===== config.mk =====
export PLATFORM = sky130hd
export DESIGN_NAME = countdown_timer
export DESIGN_NICKNAME = d
export VERILOG_FILES = /design/src/rtl/countdown_timer_pkg.sv /design/src/rtl/countdown_timer_decrementer.sv /design/src/rtl/countdown_timer.sv
export SDC_FILE = /design/constraint.sdc
export NUM_CORES = 1
export LEC_CHECK = 0
export CORE_MARGIN = 1
export CORE_UTILIZATION = 47
export CTS_CLUSTER_DIAMETER = 200
export DETAILED_ROUTE_END_ITERATION = 10
export GPL_ROUTABILITY_DRIVEN = 1
export GPL_TIMING_DRIVEN = 0
export PLACE_DENSITY = 0.8
export REMOVE_ABC_BUFFERS = 1
export SLEW_MARGIN = 20
export SYNTH_ARGS = -nofsm -noshare
export SYNTH_HDL_FRONTEND = slang
export SYNTH_SLANG_ARGS = --single-unit

===== constraint.sdc =====
create_clock -name clk -period 2.31 [get_ports clk]
set_clock_uncertainty 0.2 [all_clocks]
set_input_delay 0.3465 -clock clk [delete_from_list [all_inputs] [get_ports clk]]
set_output_delay 0.3465 -clock clk [all_outputs]
set_load 0.05 [all_outputs]

===== src/rtl/countdown_timer_pkg.sv =====
// Shared definitions for the countdown timer: default width and FSM state encoding.
package countdown_timer_pkg;

    localparam int unsigned DEFAULT_WIDTH = 5;

    typedef enum logic [1:0] {
        ST_IDLE   = 2'd0,
        ST_RUN    = 2'd1,
        ST_PAUSED = 2'd2
    } state_e;

endpackage


===== src/rtl/countdown_timer_decrementer.sv =====
// WIDTH-bit ripple-borrow A-1, the subtracting twin of the game's ripple adder.
module countdown_timer_decrementer #(
    parameter int unsigned WIDTH = 5
) (
    input  logic [WIDTH-1:0] a,
    output logic [WIDTH-1:0] y
);

    logic borrow;

    // Borrow enters at bit 0 and ripples up through every zero bit.
    always_comb begin
        borrow = 1'b1;
        y      = '0;
        for (int i = 0; i < int'(WIDTH); i++) begin
            y[i]   = a[i] ^ borrow;
            borrow = borrow & ~a[i];
        end
    end

endmodule


===== src/rtl/countdown_timer.sv =====
// Loadable down-counter with pause and optional auto-reload; pulses tick for one cycle on expiry.
module countdown_timer
    import countdown_timer_pkg::*;
#(
    parameter int unsigned WIDTH       = DEFAULT_WIDTH,
    parameter bit          AUTO_RELOAD = 1'b1
) (
    input  logic             clk,
    input  logic             reset_n,
    input  logic             clear,
    input  logic             load,
    input  logic [WIDTH-1:0] load_value,
    input  logic             enable,
    output logic [WIDTH-1:0] count,
    output logic             tick,
    output logic             zero,
    output logic             running,
    output logic             paused
);

    localparam logic [WIDTH-1:0] COUNT_ONE = WIDTH'(1);

    state_e           state, state_nxt;
    logic [WIDTH-1:0] period, period_nxt;
    logic [WIDTH-1:0] count_nxt, count_dec;
    logic             tick_nxt;

    countdown_timer_decrementer #(.WIDTH(WIDTH)) u_dec (
        .a (count),
        .y (count_dec)
    );

    always_ff @(posedge clk or negedge reset_n) begin
        if (!reset_n) begin
            state  <= ST_IDLE;
            count  <= '0;
            period <= '0;
            tick   <= 1'b0;
        end else begin
            state  <= state_nxt;
            count  <= count_nxt;
            period <= period_nxt;
            tick   <= tick_nxt;
        end
    end

    // Priority: clear, then load, then normal counting; the period survives a clear.
    always_comb begin
        state_nxt  = state;
        count_nxt  = count;
        period_nxt = period;
        tick_nxt   = 1'b0;
        if (clear) begin
            state_nxt = ST_IDLE;
            count_nxt = '0;
        end else if (load) begin
            count_nxt  = load_value;
            period_nxt = load_value;
            if (load_value == '0) begin
                state_nxt = ST_IDLE;
            end else begin
                state_nxt = enable ? ST_RUN : ST_PAUSED;
            end
        end else begin
            case (state)
                ST_IDLE: begin
                end
                ST_RUN: begin
                    if (!enable) begin
                        state_nxt = ST_PAUSED;
                    end else if (count == COUNT_ONE) begin
                        tick_nxt = 1'b1;
                        if (AUTO_RELOAD) begin
                            count_nxt = period;
                        end else begin
                            count_nxt = '0;
                            state_nxt = ST_IDLE;
                        end
                    end else begin
                        count_nxt = count_dec;
                    end
                end
                ST_PAUSED: begin
                    if (enable) begin
                        state_nxt = ST_RUN;
                    end
                end
                default: begin
                    state_nxt = ST_IDLE;
                end
            endcase
        end
    end

    assign zero    = (count == '0);
    assign running = (state == ST_RUN);
    assign paused  = (state == ST_PAUSED);

endmodule


Word level (Yosys, flattened, before mapping)
Index checks and enable logic that the tools add are counted.
Word-level totals
  register bits: 13
  bits in latches: 0
  bits in writable memories: 0
  ROM bits: 0
  input bits: 10
  output and inout port bits: 9
  word-level logic and storage cells: 47
  memories: 0
Operators by class
  add/sub/neg operators: 0
  $mul: 0
  div/mod/pow operators: 0
  order comparisons: 0
  equal/unequal tests: 6
  shift-type cells: 0
  mux-type cells: 17
  bitwise gates (word level): 12
  reduce and logical (&&, ||, !) cells: 8
Operators by type and width (count)
  $mux 5: 5
  $mux 2: 6
  $logic_not 5->1: 2
  $ne 4x4->1 const B: 2
  $pmux 2 s3: 1
  $reduce_bool 3->1: 2
  $eq 5x1->1 const B: 1
  $mux 1: 5
  $not 1->1: 5
  $reduce_and 2->1: 2
  $xor 1x1->1: 4
  $and 1x1->1: 3
  $ne 3x3->1 const B: 1
  $reduce_and 3->1: 1
  $eq 2x1->1 const B: 1
  $eq 2x2->1 const B: 1
  $logic_not 2->1: 1

Depth between registers and ports, before layout
Gate-level depths: netlist of run 1.
  depth after elaboration: 10
  mapped depth: 7
  gate-level depth less buffers: 7

Modules after synthesis
Synthesis of run 1 repeated with hierarchy kept, for this count alone.
Unflattened totals
  cell total of the unflattened synthesis: 73
  area, all modules: 729.4 µm²
Modules (own cells, without submodules)
  countdown_timer: times used 1, cells each 62, area each 656.9 µm², seq. area each 325.3 µm²
  countdown_timer_decrementer: times used 1, cells each 11, area each 72.6 µm², seq. area each 0.0 µm²

Least setup slack after synthesis of run 1
OpenSTA, ideal clock, no wires.
  path type: reg-to-output
  start point: register count[1]
  end point: output port zero
  arrival time: 2465 ps
  required time: 1764 ps
  setup slack: -702 ps
  cell stages (with the launch flop): 4
  buffers on the path: 0
  cells stage by stage: dfrtp_1 inv_1 ha_1 nor4b_1
Between the ends
  longest elaborated chain between the ends: 1
RTL lines
  start: declaration: RTL line countdown_timer.sv:14  | output logic [WIDTH-1:0] count,
  start signal: assignment: RTL line countdown_timer.sv:41  | count <= count_nxt;
  $logic_not 5->1: RTL line countdown_timer.sv:95  | assign zero = (count == '0);
  end: declaration: RTL line countdown_timer.sv:16  | output logic zero,
No other way between the ends.

Worst setup path in the final report of run 1
  start point: register state[1]
  end point: output port paused
Between the ends
  longest elaborated chain between the ends: 1
RTL lines
  start: declaration: RTL line countdown_timer.sv:23  | state_e state, state_nxt;
  start signal: assignment: RTL line countdown_timer.sv:40  | state <= state_nxt;
  $eq 2x2->1: RTL line countdown_timer.sv:97  | assign paused = (state == ST_PAUSED);
  end: declaration: RTL line countdown_timer.sv:18  | output logic paused
No other way between the ends.

==> results.yml, run 1 <==
finish:
  final_common_cell: "clkdlybuf4s50_1"
  mostFrequentLayoutCells: "16 x clkdlybuf4s50_1, 13 x dfrtp_1, 9 x nor3_1"
  nets: 107
  area_growth_syn_to_layout_pct: 27.4
  antennaDiodeCount: 0
  post-route-util_pct: 65.3
  drive_gt1_share_pct: 18.5
drt:
  dr.pass1.iters: 4
  drc: 0
  viasPerCell: 5.88
  dr_wl_met2_um: 743
  wl_met3_um: 52
  wl_met1_um: 648
  wl_mm: 1.47
  top_layer: "met4"
  vias: 635
  wire_per_inst_um: 13.6
  ant_nets: 0
  dr.first_iter.drc_count: 12
grt:
  overflow: 0
  grt_max_degree: 14
  grt_pass1_vias: 607
  antenna_found_initial: 0
  grt_first_pass_wirelength_mm: 2.48
  grt_use_total_pct: 18.0
placement:
  io_buffers: 18
  place_congestion: 0.770
  dp_hpwl_mm: 1.17
  dp_slack_ps: 52.8
floorplan:
  rows: 14
  io_pins: 19
  core_area_um2: 1520
  dieWidth_um: 42.8
  initial_utilization_pct: 51.2
  die_area_um2: 1830
  die_h_um: 42.8
setup_path:
  critPathLaunchType: "flop"
  crit_path_end_kind: "primary output"
  worstPathRequired_ps: 1760
  crit_fanout: 4
  slowest_stage: "clkdlybuf4s50_1"
  crit_chain: "nor2b_1, clkdlybuf4s50_1"
  arrival_ps: 1650
  worst_path_largest_cell_delay_ps: 820
  crit_type: "flop to primary output"
timing:
  drv_slew: 0
  fmax_ghz: 0.454
  setup_viol: 0
  post-route-min-period_ps: 2200
  setup_ws_ps: 109
  slew_headroom_pct: 61.7
  grt_setup_unrepaired: "no"
  hold_viol_final: 0
  tightest_slew_ps: 573
  finalCritPeriodShare_pct: 95.3
clocking:
  post_cts_buffers: 0
  htreeDepth: 1
  cts_num_sinks: 13
  clk_path_buf_depth: 2
  path_clk_slew_ps: 80
  cts-root-buf: "clkbuf_4"
  cts_tree: "yes"
  clk-insertion-delay-late_ps: 270
  cts_buffers: 3
logic_synthesis:
  ys_ff_latch: 13
  yosysUniqueCellTypes: 24
  syn_area_per_cell_um2: 10.8
  muxShareOfSynthArea_pct: 9.94
  synth_top_family_by_area: "simple AND/OR/NAND/NOR gates"
  yosysSeqAreaShare_pct: 41.7
  synth_xor_area_share_pct: 0
  yosys.area_share.simple_pct: 31.7
  syn_area_um2: 781
  synth_cells: 72
  ys_warn_count: 0
  synthAdderAreaFrac_pct: 6.41
  synth-compound-area-share_pct: 7.05
power:
  leakagePower_nw: 0.432
  ir_worst_vdd_mv: 0.393
  p_per_area_nw_per_um2: 619
flow_run:
  drv_cap: 0
hold_path:
  holdCritPathClass: "input pin to async pin"
status:
  status: "completed"
[cell families after synthesis]
group	Yosys count
DFF	13
adders and majority gates	4
buffers and inverters	6
and+or+nand+nor	37
AOI/OAI and AO/OA	5
muxes	7
[synth_stat cells (all sizes together)]
| cell type | count | area, µm² |
|---|---|---|
| dfrtp | 13 | 325 |
| nor3 | 9 | 45.0 |
| nor2b | 7 | 43.8 |
| mux2 | 6 | 67.6 |
| and3 | 4 | 30.0 |
| ha | 4 | 50.1 |
| inv | 4 | 15.0 |
| o32a | 4 | 40.0 |
| nor2 | 3 | 11.3 |
| nor4b | 3 | 41.3 |
| buf | 2 | 10.0 |
| nor4 | 2 | 12.5 |
| a2111oi | 1 | 15.0 |
| and2 | 1 | 6.26 |
| and3b | 1 | 8.76 |
| and4bb | 1 | 12.5 |
| mux2i | 1 | 10.0 |
| nand2 | 1 | 3.75 |
| nand2b | 1 | 6.26 |
| nand3 | 1 | 5.00 |
| nand3b | 1 | 7.51 |
| nor3b | 1 | 7.51 |
| or2 | 1 | 6.26 |
[cell type report]
class | count | area (µm²)
well taps | 16 | 20.0
inverters | 4 | 15.0
clock buffers | 4 | 26.3
fillers | 128 | 529
repair buffers | 18 | 178
multi-input cells | 53 | 430
flip-flops and latches | 13 | 325
[worst max-delay path, delay by kind of cell, from the launching register on]
kind / cells / cell delay [ps]
buffers and inverters: 1 / 820
flip-flops: 1 / 380
AND/OR/NAND/NOR: 1 / 180
[path summary, 6_finish.rpt]
kind                            slack [ps]  startpoint        end  cells past startpoint
max in group asynchronous             1300     reset_n  period[2]                      1
worst max-delay path                   110    state[1]     paused                      2
worst min-delay path                   240     reset_n  period[4]                      1
worst min register to register         300   period[1]  period[1]                      1
worst max register to register         180    count[0]   count[4]                      7
min in group clk                       300   period[1]  period[1]                      1
[routing by layer]
layer	GRT usage, %	vias to the layer above
met2	29.7	13
li1	-	311
met1	22.6	307
met5	0	-
met4	7.50	0
met3	3.83	4
[repair_timing]
| item | 4_1_cts | 5_1_grt |
|---|---|---|
| endpoints found under the setup margin | 1 | 2 |
| resized for setup | 1 | 4 |
| hold buffers | 0 | 0 |
[flip-flops by register name (all words and copies together), names as in the netlist]
signal and count:
period 5, tick 1, state 2, count 5
[power breakdown]
group	internal (mW)	switching, mW
clock network	0.0668	0.0721
logic	0.0879	0.111
registers	0.253	0.0246
[metrics by stage]
stage | TNS (ps) | std cells | hold slack, ps | cell area, µm² | total power, mW
floorplan | -736 | 70 | -149 | 771 | 0.410
global placement | 0 | 104 | 281 | 971 | 0.480
detailed placement | 0 | 104 | 288 | 971 | 0.486
CTS | 0 | 108 | 261 | 996 | 0.622
global route | 0 | 108 | 286 | 995 | 0.653
finish | 0 | 108 | 237 | 995 | 0.616
(Power assumes the default switching activity.)
==> run 2: changes to the inputs <==
--- a/config.mk
+++ b/config.mk
@@ -13,6 +13,8 @@
 export GPL_TIMING_DRIVEN = 0
 export PLACE_DENSITY = 0.8
 export REMOVE_ABC_BUFFERS = 1
+export SETUP_SLACK_MARGIN = 0.4
+export SKIP_CTS_REPAIR_TIMING = 1
 export SLEW_MARGIN = 20
 export SYNTH_ARGS = -nofsm -noshare
 export SYNTH_HDL_FRONTEND = slang
==> run 2 against run 1 <==
Combinational power increased by 7%. Non-clock buffer count grew 3. Clock power barely moved. First-iteration DRC count is 8.3% higher. Sequential share of layout area is 1.6 points lower. Highest routed layer unchanged.
==> results.yml, run 2 (synthesized netlist as in run 1, its figures left out) <==
status:
  status: "completed"
floorplan:
  core_area_um2: 1520
  rows: 14
  die_area_um2: 1830
  dieWidth_um: 42.8
  io_pins: 19
  initial_utilization_pct: 51.2
  die_h_um: 42.8
power:
  seqPwrFrac_pct: 44.2
  internal-power_uw: 416
  leakagePower_nw: 0.519
  ir_worst_vdd_mv: 0.398
  switching_share_pct: 33.8
  p_per_area_nw_per_um2: 600
  p_clk_share_pct: 22.0
  comb_power_share_pct: 33.9
  switchingPower_uw: 212
finish:
  final_common_cell: "dfrtp_1"
  mostFrequentLayoutCells: "13 x dfrtp_1, 10 x clkdlybuf4s50_1, 9 x nor3_1"
  antennaDiodeCount: 0
  fillers: 122
  nets: 110
  area_growth_syn_to_layout_pct: 34.0
  drive_gt1_share_pct: 25.3
  finalInstanceArea_um2: 1050
  reg_top3: "count x5, period x5, state x2"
setup_path:
  crit_fanout: 5
  critPathTopFamily: "buffers and inverters"
  worstPathRequired_ps: 1760
  arrival_ps: 1500
  critPathLaunchType: "flop"
  slowest_stage: "clkdlybuf4s50_1"
  crit_chain: "clkdlybuf4s50_1"
  path_buf_inv: 1
  crit_path_end_kind: "primary output"
  crit_type: "flop to primary output"
  worst_path_largest_cell_delay_ps: 820
placement:
  place_congestion: 0.770
  placed_area_um2: 971
  dp_hpwl_mm: 1.17
  io_buffers: 18
drt:
  ant_nets: 0
  dr.pass1.iters: 4
  vias: 649
  drc: 0
  dr.first_iter.drc_count: 13
  wl_mm: 1.51
  wire_per_inst_um: 13.6
  viasPerCell: 5.85
timing:
  tns_ps: 0
  finalCritPeriodShare_pct: 88.8
  hold_viol_final: 0
  hold_slack_ps: 238
  tightest_slew_ps: 572
  grt_setup_unrepaired: "yes"
  post-route-min-period_ps: 2050
  slew_headroom_pct: 61.7
  setup_viol: 0
  fmax_ghz: 0.488
  drv_slew: 0
grt:
  grt_pass1_vias: 607
  grt_use_total_pct: 18.0
  grt_max_degree: 14
  antenna_found_initial: 0
  grt_first_pass_wirelength_mm: 2.48
  overflow: 0
clocking:
  path_clk_slew_ps: 80
  cts_num_sinks: 13
  htreeDepth: 1
  clk-insertion-delay-late_ps: 270
  cts_buffers: 3
  clk_path_buf_depth: 2
  cts-root-buf: "clkbuf_4"
  cts_tree: "yes"
flow_run:
  drv_cap: 0
hold_path:
  holdCritPathClass: "input pin to async pin"
run 2: final timing paths:
path                            from        end  slack (ps)  cells past startpoint
min                          reset_n  period[4]         240                      1
min reg2reg                period[1]  period[1]         300                      1
max                         count[0]   count[0]         260                      1
max in group asynchronous    reset_n  period[3]        1300                      1
max reg2reg                 count[0]   count[4]         410                      7
min in group clk           period[1]  period[1]         300                      1
run 2: power groups by stage:
stage	sequential, mW	combinational, mW	clock (mW)
after CTS	0.278	0.204	0.141
final	0.277	0.213	0.138
after floorplan	0.316	0.0943	0
after global routing	0.282	0.231	0.154
after global placement	0.281	0.199	0
after detailed placement	0.282	0.204	0
run 2: worst register-to-register path: stages (launching register included):
cell	delay (ps)
dfrtp_1	410
inv_1	60
ha_2	170
ha_2	170
ha_2	160
and3b_1	170
mux2_4	280
a2111oi_4	180
run 2: metrics by stage:
| step | util, % | std cells | setup WS [ps] | total power [mW] |
|---|---|---|---|---|
| after floorplan | - | 70 | -702 | 0.410 |
| after global placement | 63.7 | 104 | 66.1 | 0.480 |
| after detailed placement | 63.7 | 104 | 52.8 | 0.486 |
| after CTS | 65.4 | 108 | -256 | 0.623 |
| after global routing | 68.6 | 111 | 151 | 0.667 |
| final | 68.6 | 111 | 259 | 0.628 |
run 2: final cells by class:
class | count | area (µm²) | share of cell area, %
tap | 16 | 20.0 | 1.91
clock buffer | 4 | 26.3 | 2.51
timing repair buffer | 21 | 205 | 19.6
multi-input combinational | 53 | 454 | 43.4
sequential | 13 | 325 | 31.1
inverter | 4 | 15.0 | 1.44
run 2: metal layers:
metal	global-route usage (%)	wire length, µm
met1	22.6	652
met2	29.7	762
met3	3.83	75
met4	7.50	21
met5	0	0
